**src/rtl/ctx_save_ctrl.sv**
```systemverilog
// Context save/restore sequencer: copies register-file entries 0..NREGS-1 to
// the scratch RAM (save) or back again (restore), one word per clock.
// While idle the CPU owns both memories through a combinational pass-through.
module ctx_save_ctrl #(
  parameter int NREGS = 32
) (
  input  logic       CLK,
  input  logic       RST,
  input  logic       SAVE,
  input  logic       RESTORE,
  input  logic [7:0] CTX_BASE,
  input  logic [4:0] CPU_ADRX,
  input  logic [7:0] CPU_DIN,
  input  logic       CPU_RF_WR,
  input  logic [7:0] CPU_SCR_ADDR,
  input  logic [9:0] CPU_SCR_DATA,
  input  logic       CPU_SCR_WE,
  output logic [4:0] RF_ADRX,
  output logic [7:0] RF_DIN,
  output logic       RF_WR,
  input  logic [7:0] RF_DX,
  output logic [7:0] SCR_ADDR,
  output logic [9:0] SCR_DATA_IN,
  output logic       SCR_WE,
  input  logic [9:0] SCR_DATA_OUT,
  output logic       BUSY,
  output logic       DONE
);

  typedef enum logic [1:0] {
    IDLE  = 2'd0,
    XSAVE = 2'd1,
    XREST = 2'd2,
    FIN   = 2'd3
  } state_t;

  // Index of the final word of a transfer.
  localparam logic [4:0] LAST_IDX = 5'(NREGS - 1);

  state_t     state, state_nxt;
  logic [4:0] idx, idx_nxt;
  logic [7:0] base_q, base_nxt;
  logic [7:0] xfer_addr;

  // Scratch address wraps naturally at 256 through the 8-bit add.
  assign xfer_addr = base_q + {3'b000, idx};

  // State, index and base registers; reset abandons any transfer in flight.
  always_ff @(posedge CLK) begin
    if (RST) begin
      state  <= IDLE;
      idx    <= 5'd0;
      base_q <= 8'd0;
    end else begin
      state  <= state_nxt;
      idx    <= idx_nxt;
      base_q <= base_nxt;
    end
  end

  // Next-state sequencing and memory-port steering.
  always_comb begin
    state_nxt   = state;
    idx_nxt     = idx;
    base_nxt    = base_q;
    RF_ADRX     = CPU_ADRX;
    RF_DIN      = CPU_DIN;
    RF_WR       = CPU_RF_WR;
    SCR_ADDR    = CPU_SCR_ADDR;
    SCR_DATA_IN = CPU_SCR_DATA;
    SCR_WE      = CPU_SCR_WE;
    BUSY        = 1'b0;
    DONE        = 1'b0;

    unique case (state)
      IDLE: begin
        // SAVE has priority; a simultaneous RESTORE is simply dropped.
        if (SAVE) begin
          state_nxt = XSAVE;
          idx_nxt   = 5'd0;
          base_nxt  = CTX_BASE;
        end else if (RESTORE) begin
          state_nxt = XREST;
          idx_nxt   = 5'd0;
          base_nxt  = CTX_BASE;
        end
      end

      XSAVE: begin
        RF_ADRX     = idx;
        RF_DIN      = 8'd0;
        RF_WR       = 1'b0;
        SCR_ADDR    = xfer_addr;
        SCR_DATA_IN = {2'b00, RF_DX};
        SCR_WE      = 1'b1;
        BUSY        = 1'b1;
        if (idx == LAST_IDX) begin
          state_nxt = FIN;
          idx_nxt   = 5'd0;
        end else begin
          idx_nxt   = idx + 5'd1;
        end
      end

      XREST: begin
        RF_ADRX     = idx;
        RF_DIN      = SCR_DATA_OUT[7:0];
        RF_WR       = 1'b1;
        SCR_ADDR    = xfer_addr;
        SCR_DATA_IN = 10'd0;
        SCR_WE      = 1'b0;
        BUSY        = 1'b1;
        if (idx == LAST_IDX) begin
          state_nxt = FIN;
          idx_nxt   = 5'd0;
        end else begin
          idx_nxt   = idx + 5'd1;
        end
      end

      FIN: begin
        // Completion cycle: CPU still locked out, no strobes.
        RF_ADRX     = 5'd0;
        RF_DIN      = 8'd0;
        RF_WR       = 1'b0;
        SCR_ADDR    = 8'd0;
        SCR_DATA_IN = 10'd0;
        SCR_WE      = 1'b0;
        BUSY        = 1'b1;
        DONE        = 1'b1;
        state_nxt   = IDLE;
      end

      default: state_nxt = IDLE;
    endcase
  end

endmodule
```
**config.mk**
```make
export PLATFORM = sky130hd
export DESIGN_NAME = ctx_save_ctrl
export DESIGN_NICKNAME = d
export VERILOG_FILES = /design/src/rtl/ctx_save_ctrl.sv
export SDC_FILE = /design/constraint.sdc
export NUM_CORES = 1
export LEC_CHECK = 0
export BUFFER_PORTS_ARGS = -buffer_cell sky130_fd_sc_hd__buf_2
export CORE_ASPECT_RATIO = 0.6
export CORE_MARGIN = 2
export CORE_UTILIZATION = 44
export CTS_BUF_LIST = sky130_fd_sc_hd__clkbuf_8 sky130_fd_sc_hd__clkbuf_16
export CTS_CLUSTER_SIZE = 20
export DETAILED_ROUTE_END_ITERATION = 10
export GPL_TIMING_DRIVEN = 0
export PLACE_DENSITY = 0.86
export SLEW_MARGIN = 20
export SYNTH_ARGS = -nofsm -noshare
export SYNTH_HDL_FRONTEND = slang
export SYNTH_SLANG_ARGS = --single-unit
```
**constraint.sdc**
```tcl
create_clock -name CLK -period 4.62 [get_ports CLK]
set_input_delay 1.386 -clock CLK [delete_from_list [all_inputs] [get_ports CLK]]
set_output_delay 1.386 -clock CLK [all_outputs]
set_load 0.02 [all_outputs]
```
After elaboration in Yosys (flattened, before gate mapping)
Index checks and enable logic that the tools add are counted.

word-level totals
  logic and storage cells = 39
  input bits = 63
  output and inout port bits = 35
  register bits = 15

operators by class
  mux-type cells = 18
  eq/ne operators = 6
  add/subtract/negate cells = 2
  reduce and logical (&&, ||, !) cells = 10

operators with widths
  kind                   number
  $pmux W8 S2            2
  $pmux W10 S2           1
  $pmux W5 S2            2
  $mux W8                2
  $mux W5                3
  $add A8 B5 Y8          1
  $mux W2                3
  $pmux W2 S3            1
  $reduce_and A2 Y1      3
  $reduce_or A2 Y1       3
  $add A5 B1 Y5 const B  1
  $eq A5 B5 Y1 const B   1
  $eq A2 B2 Y1 const B   2
  $pmux W1 S2            2
  $reduce_bool A2 Y1     2
  $ne A3 B3 Y1 const B   1
  $reduce_or A3 Y1       1
  $eq A2 B1 Y1 const B   1
  $logic_not A2 Y1       1
  $mux W1                2
  $ne A2 B1 Y1 const B   1

Depth between registers and ports, before layout
Gate-level depths: netlist (run 1).

  depth after elaboration = 4
  depth in mapped cells = 7
  depth with buffers taken out = 7

Least setup slack after synthesis (run 1)
Ideal clock, no wire load.

  path type = register to output
  start point = register state[1]
  end point = output SCR_ADDR[6]
  data required time = 3234 ps
  arrival time = 1940 ps
  setup slack = 1294 ps
  stages on the path, launching flop included = 6
  path buffers = 1
  cell sequence = dfxtp_1 -> inv_1 -> ha_1 -> buf_2 -> nand2b_1 -> o311ai_0

between the ends
  longest elaborated chain between the ends = 3

ends and longest elaborated chain
  what                                          line  source
  start, declared                               40    state_t state, state_nxt;
  start signal, assigned                        55    state <= state_nxt;
  $eq A2 B2 Y1 or $eq A2 B1 Y1 (tied branches)  75    unique case (state)
  $reduce_or A2 Y1 (no line)                    n/a
  $pmux W8 S2 (*)                               75
  end, declared                                 22    output logic [7:0] SCR_ADDR,

Every way passes the cells marked *; elsewhere a longest branch is shown, timed or not.

Final worst setup path (run 1)
  start point = register idx[0]
  end point = output SCR_ADDR[6]

between the ends
  longest elaborated chain between the ends = 2

ends and longest elaborated chain
  what                    line  source
  start, declared         41    logic [4:0] idx, idx_nxt;
  start signal, assigned  56    idx <= idx_nxt;
  $add A8 B5 Y8           46    assign xfer_addr = base_q + {3'b000, idx};
  $pmux W8 S2             75

Every way passes these cells.

==> run metrics, run 1 <==
Starting Density=46.41%; status=complete, no violations; most frequent cells in the layout=buf_2 (96), nand2_1 (24), nor2_1 (20), a22o_1 (17), dfxtp_1 (15); TritonCTS Sinks=15; Period Utilization, post-route=81.09%; syn avg cell area=7.844 µm²; register area share after synthesis=22.39%; #FFs+latches synth=15; largest family of logic cells by synthesized area=compound AO/OA/AOI/OAI gates; Die W=75.28 µm; max frequency=266.9 MHz; Compound-Gate Fraction of Synth Area=27.33%; CP Capture Type=primary output; simple-gate area share of the yosys netlist=24.35%; Max Cap Viol=0; hold_buf cts=0; Worst Path Arrival=2360 ps; initial drt markers=81; Synth async-reset ratio=0%; pwr dens=529.2 nW/µm²; setup_tns=0 ps; nets@finish=347; Pre-Repair DR Iteration Count=4; final hold violation count=0; DRC errors left=0; initial antenna violation count=0; Post-Synth Adder-Cell Area=12.69%; post-CTS setup buffer count=0; io pins=98; root buf cell=clkbuf_8; largest net degree at the start of global routing=11; die area=3520 µm²; Worst-Margin Slew=613.2 ps; VDD IR max=0.2511 mV; area grow syn2layout=42.82%; CP Cell Sequence=ha_1 -> inv_1 -> fa_1 -> nand2b_1 -> a211oi_1 -> mux2i_1 -> o311ai_0 -> buf_2; # port buffers=95; P_leak=0.9975 nW; DR vias=1560; crit path kind=reg -> out; Vias/cell=5.000; Synth Net Count=247; cell area after synthesis=1341 µm²; slowest stage delay, CP=430 ps; Synth cell types=40; GPL Wtd Cong=0.8624; number of flops mapped to enable cells by yosys=0; Max stage delay cell, worst path=dfxtp_1; Detailed Route WL=4.018 mm; max_slew headroom=59.11%; vias in the first global route=1227; worst hold margin=507.9 ps; layout cell share with drive strength beyond 1=40.74%; num rows=15; Max FO, Critical Path=6; Max Slew Vio Count=0; DP HPWL=3.174 mm; HP Class=reg -> reg; CTS tree=done; RSZ-0062 raised after global routing=false; post_cts resized=0; TritonCTS buffer count=3; H-tree lvl count=1; first-pass GRT wire length=5.713 mm; leading cell type in the layout, fill and taps excluded=buf_2; yosys warns=0; Final ANT Viol Nets=0; synthesized instance count=171; core area=2890 µm²; height of the die=46.77 µm; Worst Clk Skew=1.710 ps; critical path startpoint category=flop; ant diodes=0; Worst-Skew Late Latency=250 ps; XOR/XNOR Fraction of Synth Area=1.959%; gr usage total=21.64%; proportion of synthesized area in mux cells=6.716%; Final setup violation count=0; CTS clk-pin slew, worst paths=60 ps; ys flop type=dfxtp_1; Final Critical Period=3746 ps; DR WL/cell=12.88 µm; CP Data Required Time=3230 ps; Clock Tree Buf Depth=2; gr ovfl total=0
[synth_stat cells, types with 2 or more instances]
cell       n  area share (%)
nand2_1   24             6.7
nor2_1    20             5.6
a22o_1    17              11
dfxtp_1   15              22
ha_1      12              11
o21ai_0   10             3.7
mux2i_1    9             6.7
a21oi_1    6             2.2
inv_1      6             1.7
clkbuf_1   5             1.4
nand2b_1   4             1.9
nor2b_1    4             1.9
xnor2_1    3             2.0
a211oi_1   2             1.1
a21o_1     2             1.1
and2_1     2            0.93
and3_1     2            0.93
buf_1      2            0.56
nand3_1    2            0.75
nor3_1     2            0.75
o21ai_1    2            0.75
o21ai_2    2             1.3
[state kept, by name, indices dropped and copies added, names as in the netlist]
name,count
base_q,8
idx,5
state,2
[worst paths after layout]
check / cells after the start / startpoint / slack [ps] / end
worst min register to register: 2 / base_q[0] / 510 / base_q[0]
worst min-delay path: 2 / base_q[0] / 510 / base_q[0]
worst max-delay path: 8 / idx[0] / 870 / SCR_ADDR[6]
worst max register to register: 7 / idx[1] / 2750 / state[0]
[metal layers]
layer | part of all wire, % | vias to the layer above | track usage (%)
li1 | - | 813 | -
met1 | 49 | 697 | 31.21
met2 | 44 | 48 | 34.09
met3 | 6.2 | 2 | 5.579
met4 | 0.45 | 0 | 2.456
met5 | 0 | - | 0
[report_power, final]
group          total [mW]  internal (mW)  switching [mW]
clock               0.107         0.0597          0.0472
sequential          0.191          0.158          0.0325
combinational       0.716          0.278           0.439
total                1.01          0.495           0.518
[worst max-delay path, delay by kind of cell, from the launching register on]
family / cells / cell delay [ps]
DFF: 1 / 430
and+or+nand+nor: 1 / 200
buffers and inverters: 2 / 250
adders and majority gates: 2 / 600
muxes: 1 / 220
AOI/OAI and AO/OA: 2 / 420
[area by class of cell]
class                      instances  area [µm²]
multi-input combinational        141       979.7
clock inverter                     1       5.005
buffer                             9       38.79
tap                               42       52.55
clock buffer                       3       41.29
timing repair buffer              95       475.5
inverter                           6       22.52
sequential                        15       300.3
fill                             275       974.7
[stage by stage]
stage / worst slack [ps] / cells / util, % / power (mW) / cell area, µm²
2_1_floorplan: 1294 / 171 / - / 0.6944 / 1341
3_3_place_gp: 1189 / 308 / 64.68 / 0.8907 / 1869
3_5_place_dp: 1208 / 308 / 64.68 / 0.9047 / 1869
4_1_cts: 888.9 / 312 / 66.28 / 1.016 / 1916
5_1_grt: 721.4 / 312 / 66.28 / 1.097 / 1916
6_report: 873.6 / 312 / 66.28 / 1.014 / 1916
[cell families after synthesis]
| group | after synthesis |
|---|---|
| simple gates | 67 |
| compound gates | 49 |
| buf+inv | 15 |
| flops | 15 |
| fa+ha+maj | 13 |
| mux | 9 |
| xor+xnor | 3 |
Note: power is estimated with default switching activity, not from simulation.
==> run 2, diff against run 1 <==
--- a/config.mk
+++ b/config.mk
@@ -8,12 +8,12 @@
 export BUFFER_PORTS_ARGS = -buffer_cell sky130_fd_sc_hd__buf_2
 export CORE_ASPECT_RATIO = 0.6
 export CORE_MARGIN = 2
-export CORE_UTILIZATION = 44
+export CORE_UTILIZATION = 37
 export CTS_BUF_LIST = sky130_fd_sc_hd__clkbuf_8 sky130_fd_sc_hd__clkbuf_16
 export CTS_CLUSTER_SIZE = 20
 export DETAILED_ROUTE_END_ITERATION = 10
 export GPL_TIMING_DRIVEN = 0
-export PLACE_DENSITY = 0.86
+export PLACE_DENSITY = 0.77
 export SLEW_MARGIN = 20
 export SYNTH_ARGS = -nofsm -noshare
 export SYNTH_HDL_FRONTEND = slang
==> constraint.sdc (replaced) <==
create_clock -name CLK -period 3.3 [get_ports CLK]
set_input_delay 0.99 -clock CLK [delete_from_list [all_inputs] [get_ports CLK]]
set_output_delay 0.99 -clock CLK [all_outputs]
set_load 0.02 [all_outputs]
==> run metrics, run 2 (same netlist as run 1, synthesis figures left out) <==
VDD IR max=0.2692 mV; Max stage delay cell, worst path=fa_1; first-pass GRT wire length=6.734 mm; DR vias=1595; Layout Cells excl Fill=315; Final Critical Period=3145 ps; Max Cap Viol=0; ant diodes=0; crit path kind=reg -> out; Vias/cell=5.063; max FFs per register=8; Worst-Skew Late Latency=250 ps; root buf cell=clkbuf_8; setup_tns=0 ps; Pre-Repair DR Iteration Count=4; Clock Tree Buf Depth=2; HP Class=reg -> reg; largest registers=base_q: 8 flops, idx: 5 flops, state: 2 flops; critical path startpoint category=flop; TritonCTS buffer count=3; Starting Density=39.88%; CP Cell Sequence=ha_1 -> inv_1 -> fa_1 -> nand2b_4 -> a211oi_2 -> mux2i_1 -> o311ai_0 -> buf_2; most frequent cells in the layout=buf_2 (96), nand2_1 (24), nor2_1 (20), a22o_1 (17), dfxtp_1 (14); dpl ws=286.6 ps; core area=3363 µm²; Worst Path Arrival=2150 ps; Final ANT Viol Nets=0; gr ovfl total=0; CP Capture Type=primary output; number of fill cells=344; max_slew headroom=52.80%; height of the die=50.64 µm; Period Utilization, post-route=95.30%; final hold violation count=0; num rows=16; io pins=98; hold_buf cts=0; RSZ-0062 raised after global routing=false; gr usage total=20.86%; post-layout util=57.55%; GPL Wtd Cong=0.9069; cell area after layout=1936 µm²; CTS tree=done; # port buffers=95; TritonCTS Sinks=15; Max Slew Vio Count=0; area grow syn2layout=44.31%; nets@finish=347; critical path's top delay family=adder cells; Worst-Margin Slew=708.0 ps; fin worst setup slack=155.1 ps; initial drt markers=74; layout cell share with drive strength beyond 1=42.22%; pwr dens=747.7 nW/µm²; DP Area=1873 µm²; P_leak=1.009 nW; max frequency=318.0 MHz; slowest stage delay, CP=400 ps; status=complete, no violations; DP HPWL=3.382 mm; Max FO, Critical Path=6; DRC errors left=0; CTS clk-pin slew, worst paths=60 ps; Die W=81.73 µm; cell total after placement=311; Worst Path Buf+Inv=2; Top reg by flops=base_q; DR WL/cell=13.67 µm; largest net degree at the start of global routing=11; Worst Clk Skew=5.590 ps; CP Data Required Time=2310 ps; worst hold margin=507.9 ps; Final setup violation count=0; leading cell type in the layout, fill and taps excluded=buf_2; H-tree lvl count=1; Tot Pwr=1.447 mW; vias in the first global route=1497; die area=4138 µm²; initial antenna violation count=0; Detailed Route WL=4.307 mm
==> run 2: cell counts in the layout (fill, tap and decap cells not counted) <==
Identical to the previous run, type by type.
==> run 2: repair_timing <==
item | CTS | global route
gates cloned | 0 | 0
resized for setup | 1 | 3
endpoints found under the setup margin | 1 | 1
setup buffers | 0 | 0
==> run 2: power breakdown <==
group          leakage [nW]  total [mW]  switching (mW)  internal [mW]
Combinational         0.860        1.02           0.631          0.393
Clock                0.0255       0.155          0.0715         0.0837
Sequential            0.123       0.268          0.0447          0.223
==> run 2: worst reg2reg max path, delay by kind of cell (launching register included) <==
| kind | cells | cell delay [ps] |
|---|---|---|
| DFF | 1 | 370 |
| adders and majority gates | 2 | 420 |
| and+or+nand+nor | 3 | 730 |
| AOI/OAI and AO/OA | 2 | 200 |
==> run 2: final timing paths <==
| path | startpoint | endpoint | slack (ps) | cells past startpoint |
|---|---|---|---|---|
| hold reg to reg | base_q[0] | base_q[0] | 510 | 2 |
| setup / recovery | idx[0] | SCR_ADDR[6] | 160 | 8 |
| hold / removal | base_q[0] | base_q[0] | 510 | 2 |
| setup reg to reg | idx[1] | state[1] | 1470 | 7 |
==> run 2: cell type report <==
class	count	area (µm²)	share of cell area [%]
Clock inverter	1	5.005	0.2586
Clock buffer	3	41.29	2.133
Buffer	9	38.79	2.004
Timing Repair Buffer	95	475.5	24.56
Multi-Input combinational cell	141	994.7	51.39
Sequential cell	15	301.5	15.58
Inverter	6	22.52	1.164
Tap cell	45	56.30	2.909
==> run 2: metal layers <==
metal	up-vias	part of all wire [%]	GRT usage, %
li1	806	-	-
met5	-	0	0
met1	735	48	27.87
met2	50	46	34.15
met3	4	6.0	5.396
met4	0	0.53	3.611
==> run 3, diff against run 2 <==
--- a/config.mk
+++ b/config.mk
@@ -14,6 +14,7 @@
 export DETAILED_ROUTE_END_ITERATION = 10
 export GPL_TIMING_DRIVEN = 0
 export PLACE_DENSITY = 0.77
+export SETUP_SLACK_MARGIN = 0.4
 export SLEW_MARGIN = 20
 export SYNTH_ARGS = -nofsm -noshare
 export SYNTH_HDL_FRONTEND = slang
==> run metrics, run 3 (same netlist as run 1, synthesis figures left out) <==
status=complete, no violations; Critical Path Source=idx[0]; DRC errors left=0; Die W=81.73 µm; setup_tns=0 ps; max FFs per register=8; area grow syn2layout=49.53%; DR WL/cell=13.51 µm; core area=3363 µm²; # port buffers=95; num rows=16; met3 Use GR=7.194%; Top reg by flops=base_q; Worst Path Arrival=1980 ps; max frequency=336.6 MHz; hold_buf cts=0; most frequent cells in the layout=buf_2 (99), nand2_1 (24), nor2_1 (20), a22o_1 (17); Critical R2R Capture=state[0]; DR vias=1621; Final Critical Period=2971 ps; M2 GR Usage=31.17%; io pins=98; CTS tree=done; dpl ws=298.3 ps; Detailed Route WL=4.268 mm; met1 global-route usage=29.19%; vias in the first global route=1420; pwr dens=750.4 nW/µm²; r2r worst-path depth=8; initial drt markers=66; ant diodes=0; largest net degree at the start of global routing=11; Worst-Margin Slew=676.1 ps; max_slew headroom=54.92%; Reg2Reg Setup Slack=1330 ps; Vias/cell=5.130; leading cell type in the layout, fill and taps excluded=buf_2; final hold violation count=0; VDD IR max=0.3166 mV; DP HPWL=3.263 mm; layout cell share with drive strength beyond 1=47.23%; first-pass GRT wire length=6.651 mm; CP Capture Type=primary output; gr usage total=21.18%; fin worst setup slack=329.0 ps; RR Startpoint=idx[0]; Top Usage Layer GRT=met2; height of the die=50.64 µm; largest registers=base_q: 8 flops, idx: 5 flops, state: 2 flops; H-tree lvl count=1; P_leak=1.044 nW; Max Slew Vio Count=0; Clock Tree Buf Depth=2; TritonCTS Sinks=15; Max FO, Critical Path=3; CTS clk-pin slew, worst paths=60 ps; crit path kind=reg -> out; RSZ-0062 raised after global routing=true; CP Data Required Time=2310 ps; Worst Clk Skew=0.8621 ps; Worst-Skew Late Latency=250 ps; HP Class=reg -> reg; Pre-Repair DR Iteration Count=4; root buf cell=clkbuf_8; Final ANT Viol Nets=0; initial antenna violation count=0; GPL Wtd Cong=0.8989; gr ovfl total=0; nets@finish=348; Max Cap Viol=0; Period Utilization, post-route=90.03%; Final setup violation count=0; critical path startpoint category=flop; die area=4138 µm²; crit path to=SCR_ADDR[6]; Starting Density=39.88%; TritonCTS buffer count=3
[run 3: cell types whose count changed in the layout (fill, tap and decap cells not counted), sizes merged]
cell and change:
buf +2, inv +1, clkbuf -1, clkinv -1
[run 3: metal layers]
metal	vias to the layer above	routed length [µm]
li1	815	-
met1	733	1930
met2	67	1929
met3	6	383
met4	0	25
met5	-	0
[run 3: how the worst min path moves through the flow]
stage	startpoint	to	slack, ps	depth (start not counted)
6_report	state[1]	state[1]	490	2
5_1_grt	state[1]	state[1]	510	2
4_1_cts	state[1]	state[1]	490	2
3_5_place_dp	base_q[0]	base_q[0]	500	2
3_3_place_gp	base_q[0]	base_q[0]	490	2
2_1_floorplan	base_q[0]	base_q[0]	470	2
[run 3: through the flow]
step	instances	total power [mW]	util (%)	hold WS, ps	area [µm²]
floorplan	171	0.9732	-	467.6	1341
global placement	311	1.256	55.69	485.8	1873
detailed placement	311	1.277	55.69	498.0	1873
CTS	316	1.483	59.00	494.5	1984
global route	316	1.629	59.64	505.5	2006
finish	316	1.505	59.64	491.5	2006
[run 3: critical path: stages (launching register included)]
cell and delay, ps:
dfxtp_4 360, ha_4 140, inv_1 50, fa_2 340
nand2b_4 170, a211oi_4 200, mux2i_1 200, o311ai_1 100
buf_2 170
[run 3: layout make-up]
| cell class | count | area (µm²) |
|---|---|---|
| fill | 300 | 1358 |
| multi-input combinational | 141 | 1041 |
| timing repair buffer | 96 | 483.0 |
| sequential | 15 | 309.0 |
| tap | 45 | 56.30 |
| buffer | 9 | 48.80 |
| clock buffer | 3 | 41.29 |
| inverter | 6 | 22.52 |
| clock inverter | 1 | 3.754 |
[run 3: report_power, final]
| group | internal [mW] | total (mW) | leakage (nW) | switching (mW) |
|---|---|---|---|---|
| registers | 0.229 | 0.272 | 0.125 | 0.0432 |
| logic | 0.432 | 1.09 | 0.891 | 0.654 |
| clock network | 0.0825 | 0.148 | 0.0269 | 0.0652 |
[run 3: timing repair]
action,in CTS,in global routing
resized for setup,18,12
endpoints found under the hold margin,0,0
setup buffers,1,0
endpoints found under the setup margin,23,30
pin swaps,1,1
